File: src/rtl/ecc_operand_bank.sv
// ecc_operand_bank
// Operand/result store and run sequencer for the P-256 point-multiply core.
// The host side loads K/GX/GY and reads back RX/RY one byte at a time.
// The core side reads k/gx/gy words with one-cycle latency and writes rx/ry words.
// A small FSM issues the start pulse, follows the core_rdy handshake and reports status.
module ecc_operand_bank #(
   parameter int unsigned pWORD_W        = 32,
   parameter int unsigned pNUM_WORDS     = 8,
   parameter int unsigned pSTART_TIMEOUT = 15
) (
   input  logic                          clk,
   input  logic                          reset_i,
   input  logic [2:0]                    host_bank,
   input  logic [4:0]                    host_bytecnt,
   input  logic [7:0]                    host_wdata,
   input  logic                          host_write,
   input  logic                          host_read,
   output logic [7:0]                    host_rdata,
   input  logic [$clog2(pNUM_WORDS)-1:0] k_addr,
   input  logic [$clog2(pNUM_WORDS)-1:0] gx_addr,
   input  logic [$clog2(pNUM_WORDS)-1:0] gy_addr,
   output logic [pWORD_W-1:0]            k_word,
   output logic [pWORD_W-1:0]            gx_word,
   output logic [pWORD_W-1:0]            gy_word,
   input  logic [$clog2(pNUM_WORDS)-1:0] rx_addr,
   input  logic [$clog2(pNUM_WORDS)-1:0] ry_addr,
   input  logic                          rx_wren,
   input  logic                          ry_wren,
   input  logic [pWORD_W-1:0]            rx_word,
   input  logic [pWORD_W-1:0]            ry_word,
   input  logic                          core_rdy,
   output logic                          O_start,
   output logic                          O_busy
);

   localparam int unsigned AW     = $clog2(pNUM_WORDS);
   localparam int unsigned BPW    = pWORD_W / 8;
   localparam int unsigned LANE_W = $clog2(BPW);
   localparam int unsigned CNT_W  = $clog2(pSTART_TIMEOUT + 1);

   localparam logic [2:0] S_IDLE      = 3'd0;
   localparam logic [2:0] S_START     = 3'd1;
   localparam logic [2:0] S_WAIT_FALL = 3'd2;
   localparam logic [2:0] S_RUN       = 3'd3;
   localparam logic [2:0] S_CHECK     = 3'd4;

   localparam logic [2:0] BANK_K    = 3'd0;
   localparam logic [2:0] BANK_GX   = 3'd1;
   localparam logic [2:0] BANK_GY   = 3'd2;
   localparam logic [2:0] BANK_RX   = 3'd3;
   localparam logic [2:0] BANK_RY   = 3'd4;
   localparam logic [2:0] BANK_CTRL = 3'd5;

   // operand storage, one word per entry
   logic [pWORD_W-1:0] k_q  [pNUM_WORDS];
   logic [pWORD_W-1:0] gx_q [pNUM_WORDS];
   logic [pWORD_W-1:0] gy_q [pNUM_WORDS];
   logic [pWORD_W-1:0] rx_q [pNUM_WORDS];
   logic [pWORD_W-1:0] ry_q [pNUM_WORDS];

   logic [pWORD_W-1:0] k_word_q, gx_word_q, gy_word_q;
   logic [7:0]         host_rdata_q, host_rdata_d;

   logic [pNUM_WORDS-1:0] rx_mask_q, rx_mask_d;
   logic [pNUM_WORDS-1:0] ry_mask_q, ry_mask_d;

   logic [2:0]       state_q, state_d;
   logic [CNT_W-1:0] cnt_q, cnt_d;
   logic             result_valid_q, result_valid_d;
   logic             start_err_q, start_err_d;
   logic             mask_clr;

   logic [LANE_W-1:0] host_lane;
   logic [AW-1:0]     host_widx;
   logic              host_op_wr;
   logic              start_req;
   logic              rv_clr;
   logic              err_clr;

   // byte b of an operand lives in word b/BPW, lane b%BPW
   assign host_lane = host_bytecnt[LANE_W-1:0];
   assign host_widx = host_bytecnt[LANE_W +: AW];

   assign host_op_wr = host_write && (state_q == S_IDLE);
   assign start_req  = host_op_wr && (host_bank == BANK_CTRL) && host_wdata[0];
   assign err_clr    = host_write && (host_bank == BANK_CTRL) && host_wdata[1];
   assign rv_clr     = err_clr || (host_write && (host_bank == BANK_K));

   assign O_busy     = (state_q != S_IDLE);
   assign O_start    = (state_q == S_START);
   assign host_rdata = host_rdata_q;
   assign k_word     = k_word_q;
   assign gx_word    = gx_word_q;
   assign gy_word    = gy_word_q;

   function automatic logic [pWORD_W-1:0] put_byte(input logic [pWORD_W-1:0] w,
                                                   input logic [LANE_W-1:0]  lane,
                                                   input logic [7:0]         b);
      logic [pWORD_W-1:0] r;
      r = w;
      for (int unsigned l = 0; l < BPW; l++) begin
         if (lane == l[LANE_W-1:0]) begin
            r[8*l +: 8] = b;
         end
      end
      return r;
   endfunction

   function automatic logic [7:0] get_byte(input logic [pWORD_W-1:0] w,
                                           input logic [LANE_W-1:0]  lane);
      logic [7:0] r;
      r = '0;
      for (int unsigned l = 0; l < BPW; l++) begin
         if (lane == l[LANE_W-1:0]) begin
            r = w[8*l +: 8];
         end
      end
      return r;
   endfunction

   // host byte loads of K/GX/GY, accepted only while idle
   always_ff @(posedge clk or posedge reset_i) begin
      if (reset_i) begin
         for (int unsigned i = 0; i < pNUM_WORDS; i++) begin
            k_q[i]  <= '0;
            gx_q[i] <= '0;
            gy_q[i] <= '0;
         end
      end else if (host_op_wr) begin
         case (host_bank)
            BANK_K:  k_q[host_widx]  <= put_byte(k_q[host_widx], host_lane, host_wdata);
            BANK_GX: gx_q[host_widx] <= put_byte(gx_q[host_widx], host_lane, host_wdata);
            BANK_GY: gy_q[host_widx] <= put_byte(gy_q[host_widx], host_lane, host_wdata);
            default: ;
         endcase
      end
   end

   // core word reads, one-cycle latency, no enable
   always_ff @(posedge clk or posedge reset_i) begin
      if (reset_i) begin
         k_word_q  <= '0;
         gx_word_q <= '0;
         gy_word_q <= '0;
      end else begin
         k_word_q  <= k_q[k_addr];
         gx_word_q <= gx_q[gx_addr];
         gy_word_q <= gy_q[gy_addr];
      end
   end

   // core result word writes, accepted in any state
   always_ff @(posedge clk or posedge reset_i) begin
      if (reset_i) begin
         for (int unsigned i = 0; i < pNUM_WORDS; i++) begin
            rx_q[i] <= '0;
            ry_q[i] <= '0;
         end
      end else begin
         if (rx_wren) begin
            rx_q[rx_addr] <= rx_word;
         end
         if (ry_wren) begin
            ry_q[ry_addr] <= ry_word;
         end
      end
   end

   // written-word masks; a start clears them even if a write lands the same cycle
   always_comb begin
      rx_mask_d = rx_mask_q;
      ry_mask_d = ry_mask_q;
      if (rx_wren) begin
         rx_mask_d[rx_addr] = 1'b1;
      end
      if (ry_wren) begin
         ry_mask_d[ry_addr] = 1'b1;
      end
      if (mask_clr) begin
         rx_mask_d = '0;
         ry_mask_d = '0;
      end
   end

   // host read mux; the registered output gives pre-write data on a simultaneous write
   always_comb begin
      host_rdata_d = '0;
      case (host_bank)
         BANK_K:    host_rdata_d = get_byte(k_q[host_widx], host_lane);
         BANK_GX:   host_rdata_d = get_byte(gx_q[host_widx], host_lane);
         BANK_GY:   host_rdata_d = get_byte(gy_q[host_widx], host_lane);
         BANK_RX:   host_rdata_d = get_byte(rx_q[host_widx], host_lane);
         BANK_RY:   host_rdata_d = get_byte(ry_q[host_widx], host_lane);
         BANK_CTRL: host_rdata_d = {5'b0, start_err_q, result_valid_q, O_busy};
         default:   host_rdata_d = '0;
      endcase
   end

   // host read data register, holds its value between reads
   always_ff @(posedge clk or posedge reset_i) begin
      if (reset_i) begin
         host_rdata_q <= '0;
      end else if (host_read) begin
         host_rdata_q <= host_rdata_d;
      end
   end

   // run sequencer; FSM outcomes override a same-cycle host flag clear
   always_comb begin
      state_d        = state_q;
      cnt_d          = cnt_q;
      result_valid_d = result_valid_q;
      start_err_d    = start_err_q;
      mask_clr       = 1'b0;
      if (rv_clr) begin
         result_valid_d = 1'b0;
      end
      if (err_clr) begin
         start_err_d = 1'b0;
      end
      case (state_q)
         S_IDLE: begin
            if (start_req) begin
               mask_clr       = 1'b1;
               result_valid_d = 1'b0;
               start_err_d    = 1'b0;
               state_d        = S_START;
            end
         end
         S_START: begin
            cnt_d   = '0;
            state_d = S_WAIT_FALL;
         end
         S_WAIT_FALL: begin
            if (!core_rdy) begin
               state_d = S_RUN;
            end else begin
               cnt_d = cnt_q + 1'b1;
               if (cnt_d == CNT_W'(pSTART_TIMEOUT)) begin
                  start_err_d = 1'b1;
                  state_d     = S_IDLE;
               end
            end
         end
         S_RUN: begin
            if (core_rdy) begin
               state_d = S_CHECK;
            end
         end
         S_CHECK: begin
            if ((&rx_mask_q) && (&ry_mask_q)) begin
               result_valid_d = 1'b1;
            end else begin
               start_err_d = 1'b1;
            end
            state_d = S_IDLE;
         end
         default: state_d = S_IDLE;
      endcase
   end

   // sequencer and status registers
   always_ff @(posedge clk or posedge reset_i) begin
      if (reset_i) begin
         state_q        <= S_IDLE;
         cnt_q          <= '0;
         result_valid_q <= 1'b0;
         start_err_q    <= 1'b0;
         rx_mask_q      <= '0;
         ry_mask_q      <= '0;
      end else begin
         state_q        <= state_d;
         cnt_q          <= cnt_d;
         result_valid_q <= result_valid_d;
         start_err_q    <= start_err_d;
         rx_mask_q      <= rx_mask_d;
         ry_mask_q      <= ry_mask_d;
      end
   end

endmodule

File: config.mk
export PLATFORM = sky130hd
export DESIGN_NAME = ecc_operand_bank
export DESIGN_NICKNAME = d
export VERILOG_FILES = /design/src/rtl/ecc_operand_bank.sv
export SDC_FILE = /design/constraint.sdc
export NUM_CORES = 2
export LEC_CHECK = 0
export ABC_CLOCK_PERIOD_IN_PS = 55900
export CELL_PAD_IN_SITES_DETAIL_PLACEMENT = 0
export CELL_PAD_IN_SITES_GLOBAL_PLACEMENT = 2
export CORE_UTILIZATION = 40
export CTS_BUF_LIST = sky130_fd_sc_hd__clkbuf_4
export CTS_CLUSTER_DIAMETER = 30
export DETAILED_ROUTE_END_ITERATION = 7
export PLACE_DENSITY = 0.77
export RECOVER_POWER = 50
export SETUP_SLACK_MARGIN = 0.05
export SYNTH_ARGS = -nofsm -noshare
export SYNTH_HDL_FRONTEND = slang
export SYNTH_SLANG_ARGS = --single-unit
File: constraint.sdc
create_clock -name clk -period 55.9 [get_ports clk]
set_clock_uncertainty 0.1 [all_clocks]
set_input_delay 13.975 -clock clk [delete_from_list [all_inputs] [get_ports clk]]
set_output_delay 13.975 -clock clk [all_outputs]
set_load 0.01 [all_outputs]
==> PnR_summary.wiki <==
{| class="wikitable"
! Metric !! Value
|-
| Routed wirelength normalized by instance count || between 20 and 30 µm
|-
| Maximum Capacitance Violations || 38
|-
| Y dimension of the die || roughly 410 µm
|-
| Clock period minus worst slack || between 20000 and 25000 ps
|-
| Clk pin slew, worst setup/hold paths || ~50 ps
|-
| Routed wire length || 249 mm
|-
| Worst IR Drop VDD || 24.4 µV
|-
| Critical setup path kind || in -> async
|-
| Maximum count of clock buffers along a single path || 4
|-
| Vias in the first global route || slightly above 50k
|-
| Synth Flop Type || sky130_fd_sc_hd__dfrtp_1
|-
| Final number of hold-violating endpoints || 0
|-
| Power density over the cells || 34.9 nW/µm²
|-
| Slew at the pin closest to its max-slew limit || 8390 ps
|-
| Cell accounting for the most synthesized area || sky130_fd_sc_hd__dfrtp_1
|-
| Number of standard cells after synthesis || around 5.6k
|-
| Internal power of the cells || roughly 0.0019 W
|-
| Ys Warns || 0
|-
| Violations in the final reports || max-capacitance violations, max-slew violations
|-
| CTS Sinks || between 1k and 1.5k
|-
| Count of buffers from port buffering || about 210
|-
| Crit Path Max Fanout || 160
|-
| Area of the mapped netlist || 67400 µm²
|-
| Area of placed instances || about 72000 µm²
|-
| Register-to-register path setup slack || 51250 ps
|-
| Core area || roughly 170000 µm²
|-
| Data arrival, critical path || between 20000 and 25000 ps
|-
| Antenna violations before repair || 32
|-
| CTS Buf Count || about 430
|-
| Standard-cell rows || 150
|-
| DP Wirelength || ~150 mm
|-
| Worst-Skew Late Latency || 1450 ps
|-
| Number of setup violations in the final report || 0
|-
| Highest Clock Rate || ~41 MHz
|-
| Post-route setup TNS || 0 ps
|-
| Remaining antenna violation count || 0
|-
| Commonest cells after routing, fill and taps aside || sky130_fd_sc_hd__dfrtp_1 (1409), sky130_fd_sc_hd__mux2_2 (834), sky130_fd_sc_hd__nand2_1 (641)
|-
| Sequential area share after synthesis || between 50 and 60%
|-
| Clock tree from TritonCTS || built
|-
| Effective utilization at floorplan || about two fifths
|-
| Post-CTS resize count || 0
|-
| Area Growth Syn to Fin || 13.5%
|-
| Placer Congestion || approximately 0.91
|-
| Largest cells by area after synthesis || sky130_fd_sc_hd__dfrtp_1 (52%), sky130_fd_sc_hd__mux2_2 (15%), sky130_fd_sc_hd__mux4_2 (8.6%), sky130_fd_sc_hd__o21ai_0 (4.6%), sky130_fd_sc_hd__nand2_1 (3.7%)
|-
| Gate power share || between 15 and 20%
|-
| Reported net switching power || around 0.00078 W
|-
| Final-stage net count || between 6k and 7k
|-
| Part of the total power dissipated in the clock network || approximately 37%
|-
| Total setup buffers inserted after CTS || 0
|-
| Global-route usage over all layers || 29.4%
|-
| Sequence of cells on the critical path || dlygate4sd3_1 -> clkinvlp_2 -> clkbuf_1
|-
| Post-synthesis area per instance || 12.1 µm²
|-
| Type of element capturing the critical path || async pin
|-
| Asr flop ratio synth || 100%
|-
| Period Utilization, post-route || 43.3%
|-
| Register share of total power || between 40% and 50%
|-
| Worst max-slew margin expressed relative to the limit || -459%
|-
| Cell chosen for the clock root || sky130_fd_sc_hd__clkbuf_4
|-
| Hold buffer count at cts || 0
|-
| Number of levels in the clock H-tree || 5
|-
| Most frequent standard cell in the layout excluding fill and tap cells || sky130_fd_sc_hd__dfrtp_1
|-
| Yosys top cell area share || 52.3%
|-
| I/O pin total || approximately 210
|-
| Grt total ovfl || 0
|-
| Wire length of the first global-routing pass || between 300 and 400 mm
|-
| Outcome || complete, but fails checks
|-
| Max stage delay on crit path || ~6000 ps
|-
| Post-synth net total || ~5.7k
|-
| Vias post-DR || around 50k
|-
| Required time of the worst setup path || ~55000 ps
|-
| Number of pins exceeding their max-slew limit in the final report || ~1.8k
|-
| Leakage power summed over all cells || approximately 34 nW
|-
| Switching fraction of total power || 29.3%
|-
| Floorplan die width || about 410 µm
|-
| Flop and latch count out of synthesis || 1409
|-
| Drt first pass iters || 6
|-
| CP Launch Type || primary input
|-
| Distinct cell type count after synthesis || 80
|-
| Share of layout cells above drive strength 1 || 31.6%
|-
| Initial detailed-routing violation count || ~4.8k
|-
| Design Area, Final || around 77000 µm²
|-
| Total die area || 170000 µm²
|-
| DRC errors left || 0
|-
| Highest-delay cell along the critical path || sky130_fd_sc_hd__clkbuf_1
|-
| Maximum number of pins on one net before global-route repair || 180
|-
| EDFF count, synth || 0
|-
| Unrepaired setup endpoints after global routing || no
|-
| Worst hold path class || reg -> reg
|-
| Number of vias per cell || roughly 6.0
|}
## stage by stage
| step | total power, W | setup slack [ps] | hold WS [ps] | utilization, % | cells |
|---|---|---|---|---|---|
| 6_report | 0.00267 | 31720 | 397 | 45.8 | 8424 |
| 4_1_cts | 0.00269 | 37900 | 397 | 45.9 | 8412 |
| 2_1_floorplan | 0.00154 | 2090 | 358 | - | 5588 |
| 3_5_place_dp | 0.00170 | 36430 | 384 | 42.8 | 7688 |
| 5_1_grt | 0.00281 | 29440 | 408 | 45.8 | 8416 |
| 3_3_place_gp | 0.00169 | 36540 | 374 | 42.8 | 7688 |
## final timing paths
| check | startpoint | to | cells after the start |
|---|---|---|---|
| worst min-delay path | rx_q[85] | rx_q[85] | 1 |
| worst max-delay path | reset_i | gy_word[27] | 3 |
| worst min register to register | rx_q[85] | rx_q[85] | 1 |
| max in group clk | host_bytecnt[2] | host_rdata[5] | 10 |
| worst max register to register | state_q[0] | gx_q[249] | 6 |
| min in group asynchronous | reset_i | gx_q[214] | 2 |
## synthesized netlist by cell type, types with 8 or more instances
master                     instances
sky130_fd_sc_hd__dfrtp_1        1409
sky130_fd_sc_hd__mux2_2          900
sky130_fd_sc_hd__nand2_1         664
sky130_fd_sc_hd__o21ai_0         617
sky130_fd_sc_hd__clkbuf_1        277
sky130_fd_sc_hd__mux4_2          258
sky130_fd_sc_hd__a21oi_1         210
sky130_fd_sc_hd__nor2_1          205
sky130_fd_sc_hd__mux2i_1         149
sky130_fd_sc_hd__o22ai_1         126
sky130_fd_sc_hd__buf_2           101
sky130_fd_sc_hd__o221ai_1         64
sky130_fd_sc_hd__a221oi_1         60
sky130_fd_sc_hd__a22oi_1          46
sky130_fd_sc_hd__buf_4            43
sky130_fd_sc_hd__nor3_1           34
sky130_fd_sc_hd__buf_1            33
sky130_fd_sc_hd__a211oi_1         32
sky130_fd_sc_hd__and2_1           23
sky130_fd_sc_hd__inv_1            19
sky130_fd_sc_hd__o22a_1           19
sky130_fd_sc_hd__a31oi_1          15
sky130_fd_sc_hd__and3_1           14
sky130_fd_sc_hd__nor2b_1          14
sky130_fd_sc_hd__nand2b_1         13
sky130_fd_sc_hd__a21o_1           12
sky130_fd_sc_hd__nand3_1          12
sky130_fd_sc_hd__o21a_1           12
sky130_fd_sc_hd__o31ai_1          12
sky130_fd_sc_hd__a221o_1          11
sky130_fd_sc_hd__o211ai_1         11
sky130_fd_sc_hd__nand4_1          10
sky130_fd_sc_hd__a22o_1            9
sky130_fd_sc_hd__buf_6             8
sky130_fd_sc_hd__or3_1             8
## cell type report
cell class	instances	area (µm²)
sequential	1409	35300
tap	2204	2760
clock buffer	623	4680
clock inverter	101	510
antenna	12	30.0
inverter	22	86.3
multi-input combinational	3693	30100
fill	15609	90700
timing repair buffer	360	3080
## power groups by stage
stage	Clock (W)	Combinational, W	Sequential, W
after floorplan	0	0.000291	0.00125
after global placement	0	0.000424	0.00126
after detailed placement	0	0.000431	0.00127
after CTS	0.00101	0.000433	0.00125
after global routing	0.00107	0.000466	0.00127
final	0.000986	0.000432	0.00126
## worst max-delay path: cells and delay by family
family   cells  cell delay, ps
buf+inv      3            9050
## kinds of logic after synthesis
logic type,count (synthesis),share of synthesized area (%)
AOI/OAI and AO/OA,1329,11.9
xor gates and xnor gates,2,0.0260
adders and majority gates,2,0.0371
buffers and inverters,486,3.24
DFF,1409,52.3
muxes,1308,25.9
and+or+nand+nor,1052,6.59
## flip-flops by register name, indices dropped and copies added (netlist names)
name	cells
cnt_q	4
gx_q	256
gx_word	32
gy_q	256
gy_word	32
host_rdata	8
k_q	256
k_word	32
result_valid_q	1
rx_mask_q	8
rx_q	256
ry_mask_q	8
ry_q	256
start_err_q	1
state_q	3
## per-layer routing
layer	GRT usage [%]	vias up	wire length [µm]
li1	-	21556	-
met1	40.2	26058	105000
met2	44.2	2250	112000
met3	7.47	524	21900
met4	12.3	26	9920
met5	0	-	156
Power figures use the tool's default switching activity.
